===== config.mk =====
export PLATFORM = sky130hd
export DESIGN_NAME = alu_arbitro
export DESIGN_NICKNAME = d
export VERILOG_FILES = /design/src/rtl/alu_pkg.sv /design/src/rtl/rr_arbitro.sv /design/src/rtl/alu_arbitro.sv
export SDC_FILE = /design/constraint.sdc
export NUM_CORES = 1
export LEC_CHECK = 0
export CORE_AREA = 2 2 164 166
export DETAILED_ROUTE_END_ITERATION = 8
export DIE_AREA = 0 0 166 168
export PLACE_DENSITY = 0.67
export SLEW_MARGIN = 15
export SYNTH_ARGS = -nofsm -noshare
export SYNTH_HDL_FRONTEND = slang
export SYNTH_SLANG_ARGS = --single-unit
export TNS_END_PERCENT = 5

===== constraint.sdc =====
create_clock -name clk -period 4.1 [get_ports clk]
set_input_delay 0.41 -clock clk [delete_from_list [all_inputs] [get_ports clk]]
set_output_delay 0.41 -clock clk [all_outputs]
set_load 0.005 [all_outputs]

===== src/rtl/alu_pkg.sv =====
// ---------------------------------------------------------------------------
// alu_pkg
// Shared definitions for the ALU arbiter slice: the op codes understood by
// the 32-bit ALU, a legality check for them, and the arbiter FSM states.
//
// Contents:
//   OP_AND .. OP_MULT  3-bit op codes driven on the ALU sel input
//   op_legal(sel)      1 when sel is one of the six op codes the ALU implements
//   estado_t           LIBRE (idle), EJECUTA (ALU driven), RESPONDE (result out)
// ---------------------------------------------------------------------------
package alu_pkg;

    localparam logic [2:0] OP_AND   = 3'b000;
    localparam logic [2:0] OP_OR    = 3'b001;
    localparam logic [2:0] OP_NAND  = 3'b100;
    localparam logic [2:0] OP_SUMA  = 3'b010;
    localparam logic [2:0] OP_RESTA = 3'b011;
    localparam logic [2:0] OP_MULT  = 3'b111;

    typedef enum logic [1:0] {
        LIBRE    = 2'd0,
        EJECUTA  = 2'd1,
        RESPONDE = 2'd2
    } estado_t;

    // 101 and 110 have no ALU function behind them; everything else does.
    function automatic logic op_legal(input logic [2:0] sel);
        logic ok;
        case (sel)
            OP_AND, OP_OR, OP_NAND, OP_SUMA, OP_RESTA, OP_MULT: ok = 1'b1;
            default:                                           ok = 1'b0;
        endcase
        return ok;
    endfunction

endpackage


===== src/rtl/rr_arbitro.sv =====
// ---------------------------------------------------------------------------
// rr_arbitro
// Purely combinational round-robin picker. Starting at index ptr and moving
// upward with wrap-around, it selects the first asserted request.
//
// Ports:
//   req    in  N_REQ  request vector
//   ptr    in  IDW    index with the highest priority this round
//   grant  out N_REQ  one-hot grant, all zero when no request is asserted
//   id     out IDW    binary index of the granted requester (0 when none)
// ---------------------------------------------------------------------------
module rr_arbitro #(
    parameter int N_REQ = 4,
    parameter int IDW   = 2
) (
    input  logic [N_REQ-1:0] req,
    input  logic [IDW-1:0]   ptr,
    output logic [N_REQ-1:0] grant,
    output logic [IDW-1:0]   id
);

    // Index that is i steps above ptr, wrapped into 0..N_REQ-1.
    function automatic logic [IDW-1:0] wrap_idx(input logic [IDW-1:0] p, input int unsigned i);
        return IDW'((32'(p) + i) % 32'(N_REQ));
    endfunction

    logic found;

    // Walk the requesters in priority order and latch onto the first hit;
    // the found flag keeps later hits from overriding it.
    always_comb begin
        grant = '0;
        id    = '0;
        found = 1'b0;
        for (int unsigned i = 0; i < N_REQ; i++) begin
            if (!found && req[wrap_idx(ptr, i)]) begin
                grant[wrap_idx(ptr, i)] = 1'b1;
                id                      = wrap_idx(ptr, i);
                found                   = 1'b1;
            end
        end
    end

endmodule


===== src/rtl/alu_arbitro.sv =====
// ---------------------------------------------------------------------------
// alu_arbitro
// Shares one combinational ALU among N_REQ requesters. A round-robin grant
// accepts one operation, the operands are registered, the ALU is driven for
// one cycle, the result is captured and returned to the winner with a
// one-cycle resp_valid pulse. One operation every three cycles.
//
// Ports:
//   clk, rst     clock and synchronous active-high reset
//   req_valid    per-requester request
//   req_ready    one-hot grant (combinational, only in LIBRE)
//   req_a/req_b  packed operands, requester i at [i*ANCHO +: ANCHO]
//   req_sel      packed op codes, requester i at [i*3 +: 3]
//   resp_valid   one-hot response pulse to the owner of resp_dato
//   resp_dato    registered result, held until the next capture
//   resp_err     1 when the captured op code was illegal, held like resp_dato
//   ocupado      high while an operation is in flight
//   alu_*        connection to the external ALU instance
// ---------------------------------------------------------------------------
module alu_arbitro
    import alu_pkg::*;
#(
    parameter int N_REQ = 4,
    parameter int ANCHO = 32,
    parameter int IDW   = 2
) (
    input  logic                   clk,
    input  logic                   rst,
    input  logic [N_REQ-1:0]       req_valid,
    output logic [N_REQ-1:0]       req_ready,
    input  logic [N_REQ*ANCHO-1:0] req_a,
    input  logic [N_REQ*ANCHO-1:0] req_b,
    input  logic [N_REQ*3-1:0]     req_sel,
    output logic [N_REQ-1:0]       resp_valid,
    output logic [ANCHO-1:0]       resp_dato,
    output logic                   resp_err,
    output logic                   ocupado,
    output logic [ANCHO-1:0]       alu_a,
    output logic [ANCHO-1:0]       alu_b,
    output logic [2:0]             alu_sel,
    output logic                   alu_enable,
    input  logic [ANCHO-1:0]       alu_salida
);

    estado_t           estado, estado_sig;
    logic [IDW-1:0]    ptr;
    logic [ANCHO-1:0]  op_a, op_b;
    logic [2:0]        op_sel;
    logic [IDW-1:0]    op_id;
    logic [N_REQ-1:0]  grant;
    logic [IDW-1:0]    win_id;

    rr_arbitro #(
        .N_REQ (N_REQ),
        .IDW   (IDW)
    ) u_rr (
        .req   (req_valid),
        .ptr   (ptr),
        .grant (grant),
        .id    (win_id)
    );

    // State register plus every datapath register. The operands are taken
    // from the winner at acceptance so later changes on req_* are ignored.
    // An illegal op never lets the ALU output through: it loads 0 and flags
    // the error instead. The pointer moves past the winner only once the
    // response has gone out, so an aborted operation does not advance it.
    always_ff @(posedge clk) begin
        if (rst) begin
            estado    <= LIBRE;
            ptr       <= '0;
            op_a      <= '0;
            op_b      <= '0;
            op_sel    <= 3'b000;
            op_id     <= '0;
            resp_dato <= '0;
            resp_err  <= 1'b0;
        end else begin
            estado <= estado_sig;
            case (estado)
                LIBRE: begin
                    if (|grant) begin
                        op_a   <= req_a[int'(win_id)*ANCHO +: ANCHO];
                        op_b   <= req_b[int'(win_id)*ANCHO +: ANCHO];
                        op_sel <= req_sel[int'(win_id)*3 +: 3];
                        op_id  <= win_id;
                    end
                end
                EJECUTA: begin
                    if (op_legal(op_sel)) begin
                        resp_dato <= alu_salida;
                        resp_err  <= 1'b0;
                    end else begin
                        resp_dato <= '0;
                        resp_err  <= 1'b1;
                    end
                end
                RESPONDE: begin
                    ptr <= (op_id == IDW'(N_REQ - 1)) ? '0 : op_id + 1'b1;
                end
                default: ;
            endcase
        end
    end

    // Next state and all FSM-driven outputs. Everything defaults to idle
    // values so only the active state needs to raise its own outputs.
    always_comb begin
        estado_sig = estado;
        req_ready  = '0;
        resp_valid = '0;
        alu_enable = 1'b0;
        alu_a      = '0;
        alu_b      = '0;
        alu_sel    = 3'b000;
        case (estado)
            LIBRE: begin
                req_ready = grant;
                if (|grant) estado_sig = EJECUTA;
            end
            EJECUTA: begin
                alu_enable = 1'b1;
                alu_a      = op_a;
                alu_b      = op_b;
                alu_sel    = op_sel;
                estado_sig = RESPONDE;
            end
            RESPONDE: begin
                resp_valid[op_id] = 1'b1;
                estado_sig        = LIBRE;
            end
            default: estado_sig = LIBRE;
        endcase
    end

    assign ocupado = (estado != LIBRE);

endmodule


==> report_table.html <==
<table>
<tr><th>Metric</th><th>Value</th></tr>
<tr><th colspan="2">Run status</th></tr>
<tr><td>Run status</td><td>completed</td></tr>
<tr><th colspan="2">Power</th></tr>
<tr><td>Leakage</td><td>3.96 nW</td></tr>
<tr><td>Clock group share of total power</td><td>a little under a fifth</td></tr>
<tr><td>Internal power contribution</td><td>0.00322 W</td></tr>
<tr><td>Fraction of power consumed by combinational cells</td><td>approximately half</td></tr>
<tr><td>Reported net switching power</td><td>between 0.0015 and 0.002 W</td></tr>
<tr><td>Reg power frac</td><td>between 30% and 40%</td></tr>
<tr><td>Worst-case vdd ir drop</td><td>approximately 0.33 mV</td></tr>
<tr><td>Areal power density over the cells</td><td>455 nW/µm²</td></tr>
<tr><td>Switching Share</td><td>about 34%</td></tr>
<tr><th colspan="2">Floorplanning</th></tr>
<tr><td>Number of I/O pins</td><td>around 420</td></tr>
<tr><td>Cell row count</td><td>60</td></tr>
<tr><td>Area of the die</td><td>approximately 28000 µm²</td></tr>
<tr><td>CORE AREA</td><td>~26000 µm²</td></tr>
<tr><td>Effective utilization at floorplan</td><td>22.6%</td></tr>
<tr><td>Horizontal extent of the die</td><td>roughly 170 µm</td></tr>
<tr><td>Die Ht</td><td>roughly 170 µm</td></tr>
<tr><th colspan="2">Critical path</th></tr>
<tr><td>Crit path launch type</td><td>register</td></tr>
<tr><td>Worst r2r path cells</td><td>10</td></tr>
<tr><td>Maximum cell stage delay along the critical path</td><td>between 500 and 600 ps</td></tr>
<tr><td>Critical path cell sequence</td><td>inv_1, ha_1, inv_1, mux4_2, nor3_2, a221oi_1, nor2_1, clkdlybuf4s50_1</td></tr>
<tr><td>Required time at the endpoint of the critical path</td><td>roughly 3700 ps</td></tr>
<tr><td>CP Max Fanout</td><td>8</td></tr>
<tr><td>Library cell contributing the largest single delay on the critical path</td><td>sky130_fd_sc_hd__mux4_2</td></tr>
<tr><td>Most used cell along the critical path</td><td>sky130_fd_sc_hd__inv_1</td></tr>
<tr><td>Endpoint kind of the worst setup timing path</td><td>output port</td></tr>
<tr><td>Worst Path Class, Setup</td><td>reg2out</td></tr>
<tr><td>Arrival time of the worst setup path</td><td>about 3400 ps</td></tr>
<tr><th colspan="2">Synthesis</th></tr>
<tr><td>Share of the synthesized area in the top cell type</td><td>about 36%</td></tr>
<tr><td>Share of synthesized flip-flops with an asynchronous set or reset</td><td>0%</td></tr>
<tr><td>Post-synthesis net count</td><td>832</td></tr>
<tr><td>Cells after Synth</td><td>around 520</td></tr>
<tr><td>Synth Flop Type</td><td>sky130_fd_sc_hd__dfxtp_1</td></tr>
<tr><td>Synthesized area per cell</td><td>11.5 µm²</td></tr>
<tr><td>Seq cells post-synth</td><td>about 110</td></tr>
<tr><td>Leading area contributor after synthesis</td><td>sky130_fd_sc_hd__dfxtp_1</td></tr>
<tr><td>Register area share after synthesis</td><td>a little over a third</td></tr>
<tr><td>Biggest area contributors in the synthesized netlist</td><td>sky130_fd_sc_hd__dfxtp_1, sky130_fd_sc_hd__mux4_2, sky130_fd_sc_hd__a22o_1</td></tr>
<tr><td>Post-synth cell types</td><td>33</td></tr>
<tr><td>Area of the mapped netlist</td><td>slightly below 6000 µm²</td></tr>
<tr><td>Number of synthesized flops with an enable pin</td><td>0</td></tr>
<tr><td>Synth Warn #</td><td>0</td></tr>
<tr><th colspan="2">Clock network</th></tr>
<tr><td>Buffers inserted during post-CTS setup optimization</td><td>0</td></tr>
<tr><td>Depth of the CTS H-tree</td><td>3</td></tr>
<tr><td>Buffer levels on the longest clock path</td><td>2</td></tr>
<tr><td>TritonCTS Sinks</td><td>106</td></tr>
<tr><td>Clock buffer count from CTS</td><td>9</td></tr>
<tr><td>Clock tree root driver cell</td><td>sky130_fd_sc_hd__clkbuf_16</td></tr>
<tr><td>Hold buffer count at CTS</td><td>0</td></tr>
<tr><td>Clock tree from TritonCTS</td><td>done</td></tr>
<tr><td>Count of instances resized after the clock tree is built</td><td>0</td></tr>
<tr><td>Clock latency reported for the late side of the worst-skew pair</td><td>~360 ps</td></tr>
<tr><td>CTS clk-pin slew, worst paths</td><td>90 ps</td></tr>
<tr><th colspan="2">STA</th></tr>
<tr><td>Setup violation total in the final timing report</td><td>0</td></tr>
<tr><td>Worst rel slew slack</td><td>roughly two fifths</td></tr>
<tr><td>Share of the cycle needed by the critical path after routing</td><td>about 90%</td></tr>
<tr><td>Setup repair after global routing missed its margin</td><td>false</td></tr>
<tr><td>Clk_skew</td><td>17.8 ps</td></tr>
<tr><td>Final critical-path required period</td><td>about 3800 ps</td></tr>
<tr><td>Max-slew violation count</td><td>0</td></tr>
<tr><td>Sum of negative setup slack</td><td>0 ps</td></tr>
<tr><td>Slew at the pin closest to its max-slew limit</td><td>~900 ps</td></tr>
<tr><td>Max Fclk</td><td>about 260 MHz</td></tr>
<tr><td>Final hold vios</td><td>0</td></tr>
<tr><th colspan="2">Finish</th></tr>
<tr><td>Area Overhead vs Synth</td><td>80.5%</td></tr>
<tr><td>Final net count</td><td>1218</td></tr>
<tr><td>Post-Layout Inst Area</td><td>~11000 µm²</td></tr>
<tr><td>Layout fillers</td><td>2512</td></tr>
<tr><td>Share of layout cells above drive strength 1</td><td>about an eighth</td></tr>
<tr><th colspan="2">Global routing</th></tr>
<tr><td>Maximum number of pins on one net before global-route repair</td><td>67</td></tr>
<tr><td>Total global routing track utilization</td><td>around 17%</td></tr>
<tr><td>Total grt overflow</td><td>0</td></tr>
<tr><td>Initial antenna violation count</td><td>3</td></tr>
<tr><td>Wire length of the first global-routing pass</td><td>~36 mm</td></tr>
<tr><td>Vias in the first global route</td><td>roughly 6k</td></tr>
<tr><th colspan="2">Hold path</th></tr>
<tr><td>Number of cells on the worst hold path</td><td>1</td></tr>
<tr><td>Path class of the lowest-slack min-delay path</td><td>reg2reg</td></tr>
<tr><th colspan="2">Place</th></tr>
<tr><td>IO buf count</td><td>between 400 and 500</td></tr>
<tr><td>Routability-driven placement congestion ratio</td><td>0.784</td></tr>
<tr><td>Hpwl dp</td><td>approximately 18 mm</td></tr>
<tr><td>DP Area</td><td>roughly 10000 µm²</td></tr>
<tr><th colspan="2">Route</th></tr>
<tr><td>Number of vias after detailed routing</td><td>5904</td></tr>
<tr><td>Average vias per placed instance</td><td>around 4.7</td></tr>
<tr><td>WL final</td><td>between 20 and 25 mm</td></tr>
<tr><td>Total DRC errors in the routed layout</td><td>0</td></tr>
<tr><td>Number of violations reported at the end of detailed-routing iteration 0</td><td>289</td></tr>
<tr><td>Number of routed nets with antenna violations</td><td>0</td></tr>
<tr><td>Per-cell routed wire length</td><td>approximately 19 µm</td></tr>
<tr><td>Number of optimization iterations in the first detailed-route pass</td><td>6</td></tr>
<tr><th colspan="2">Run</th></tr>
<tr><td>Max-Cap Viols</td><td>0</td></tr>
</table>
## layout by cell type (no fill, tap or decap), types with 2 or more instances in the layout
cell type,count
sky130_fd_sc_hd__inv_8,2
sky130_fd_sc_hd__mux2_2,2
sky130_fd_sc_hd__a22oi_1,32
sky130_fd_sc_hd__dfxtp_1,106
sky130_fd_sc_hd__clkbuf_16,9
sky130_fd_sc_hd__o221ai_1,4
sky130_fd_sc_hd__nor2_1,47
sky130_fd_sc_hd__diode_2,2
sky130_fd_sc_hd__inv_2,2
sky130_fd_sc_hd__mux4_2,71
sky130_fd_sc_hd__and2_1,71
sky130_fd_sc_hd__a21oi_1,4
sky130_fd_sc_hd__a22o_1,67
sky130_fd_sc_hd__nand2_1,14
sky130_fd_sc_hd__nand2b_1,5
sky130_fd_sc_hd__buf_12,3
sky130_fd_sc_hd__inv_1,5
sky130_fd_sc_hd__clkdlybuf4s50_1,415
sky130_fd_sc_hd__ha_1,9
sky130_fd_sc_hd__a21oi_4,2
sky130_fd_sc_hd__a211oi_1,2
sky130_fd_sc_hd__mux2i_1,5
sky130_fd_sc_hd__buf_4,8
sky130_fd_sc_hd__a221oi_1,4
sky130_fd_sc_hd__inv_6,2
## worst paths after layout
path             from           end  slack (ps)
max            ptr[1]  req_ready[2]         300
min          op_b[19]      op_b[19]         470
max reg2reg    ptr[1]       op_b[3]         520
min reg2reg  op_b[19]      op_b[19]         470
## per-stage QoR
stage	util, %	setup WS [ps]	power, W	cells	hold WS [ps]
after floorplan	-	853	0.00295	517	434
after CTS	40.7	316	0.00496	1249	478
after global placement	39.6	781	0.00397	1233	450
final	40.8	299	0.00488	1251	471
after global routing	40.8	36.2	0.00521	1251	486
after detailed placement	39.6	615	0.00399	1233	455
## worst max-delay path, delay by kind of cell, from the launching register on
kind                       cells  cell delay [ps]
AOI/OAI and AO/OA              1              220
adders and majority gates      1              370
buffers and inverters          3              870
DFF                            1              530
muxes                          1              550
and+or+nand+nor                2              490
## power by group through the flow
stage | logic [W] | clock network (W) | registers (W)
2_1_floorplan | 0.00142 | 0 | 0.00153
3_3_place_gp | 0.00239 | 0 | 0.00158
3_5_place_dp | 0.00241 | 0 | 0.00158
4_1_cts | 0.00242 | 0.000977 | 0.00156
5_1_grt | 0.00259 | 0.00102 | 0.00161
6_report | 0.00238 | 0.000938 | 0.00156
## sequential cells by signal (all words and copies together) (netlist names)
| register | flops |
|---|---|
| estado | 2 |
| op_b | 32 |
| op_a | 32 |
| op_id | 2 |
| ptr | 2 |
| resp_dato | 32 |
| resp_err | 1 |
| op_sel | 3 |
## synth_stat cells, drive strengths merged, types with 4 or more instances
library cell / instances
a22oi: 33
dfxtp: 106
a21oi: 7
mux4: 71
inv: 7
nor2: 48
nand2b: 6
a221oi: 4
and2: 71
clkbuf: 27
ha: 9
mux2i: 5
a22o: 67
nand2: 14
o221ai: 4
buf: 24
## kinds of logic (layout without fill, tap and decap cells)
family                     count (synthesis)  in the layout  share of synthesized area, %
DFF                                      106            106                          35.7
xor gates and xnor gates                   1              1                         0.147
adders and majority gates                  9              9                          1.89
muxes                                     78             78                          28.1
buffers and inverters                     58            449                          4.86
and+or+nand+nor                          144            144                          12.7
AOI/OAI and AO/OA                        121            121                          16.7
other                                      0              2                             0
## layer usage
| layer | vias to the layer above | wire [µm] | GRT usage (%) |
|---|---|---|---|
| li1 | 2753 | - | - |
| met1 | 2831 | 9980 | 19.8 |
| met2 | 287 | 11300 | 27.9 |
| met3 | 31 | 1840 | 5.50 |
| met4 | 2 | 645 | 5.37 |
| met5 | - | 9 | 0 |
## final cells by class
cell class / count / area [µm²] / share of cell area, %
clock inverters: 7 / 83.8 / 0.781
diodes: 2 / 5.00 / 0.0466
inverters: 7 / 26.3 / 0.245
well taps: 341 / 427 / 3.97
clock buffers: 9 / 225 / 2.10
repair buffers: 426 / 4270 / 39.8
multi-input cells: 353 / 3580 / 33.3
flip-flops and latches: 106 / 2120 / 19.8
Power figures use the tool's default switching activity.
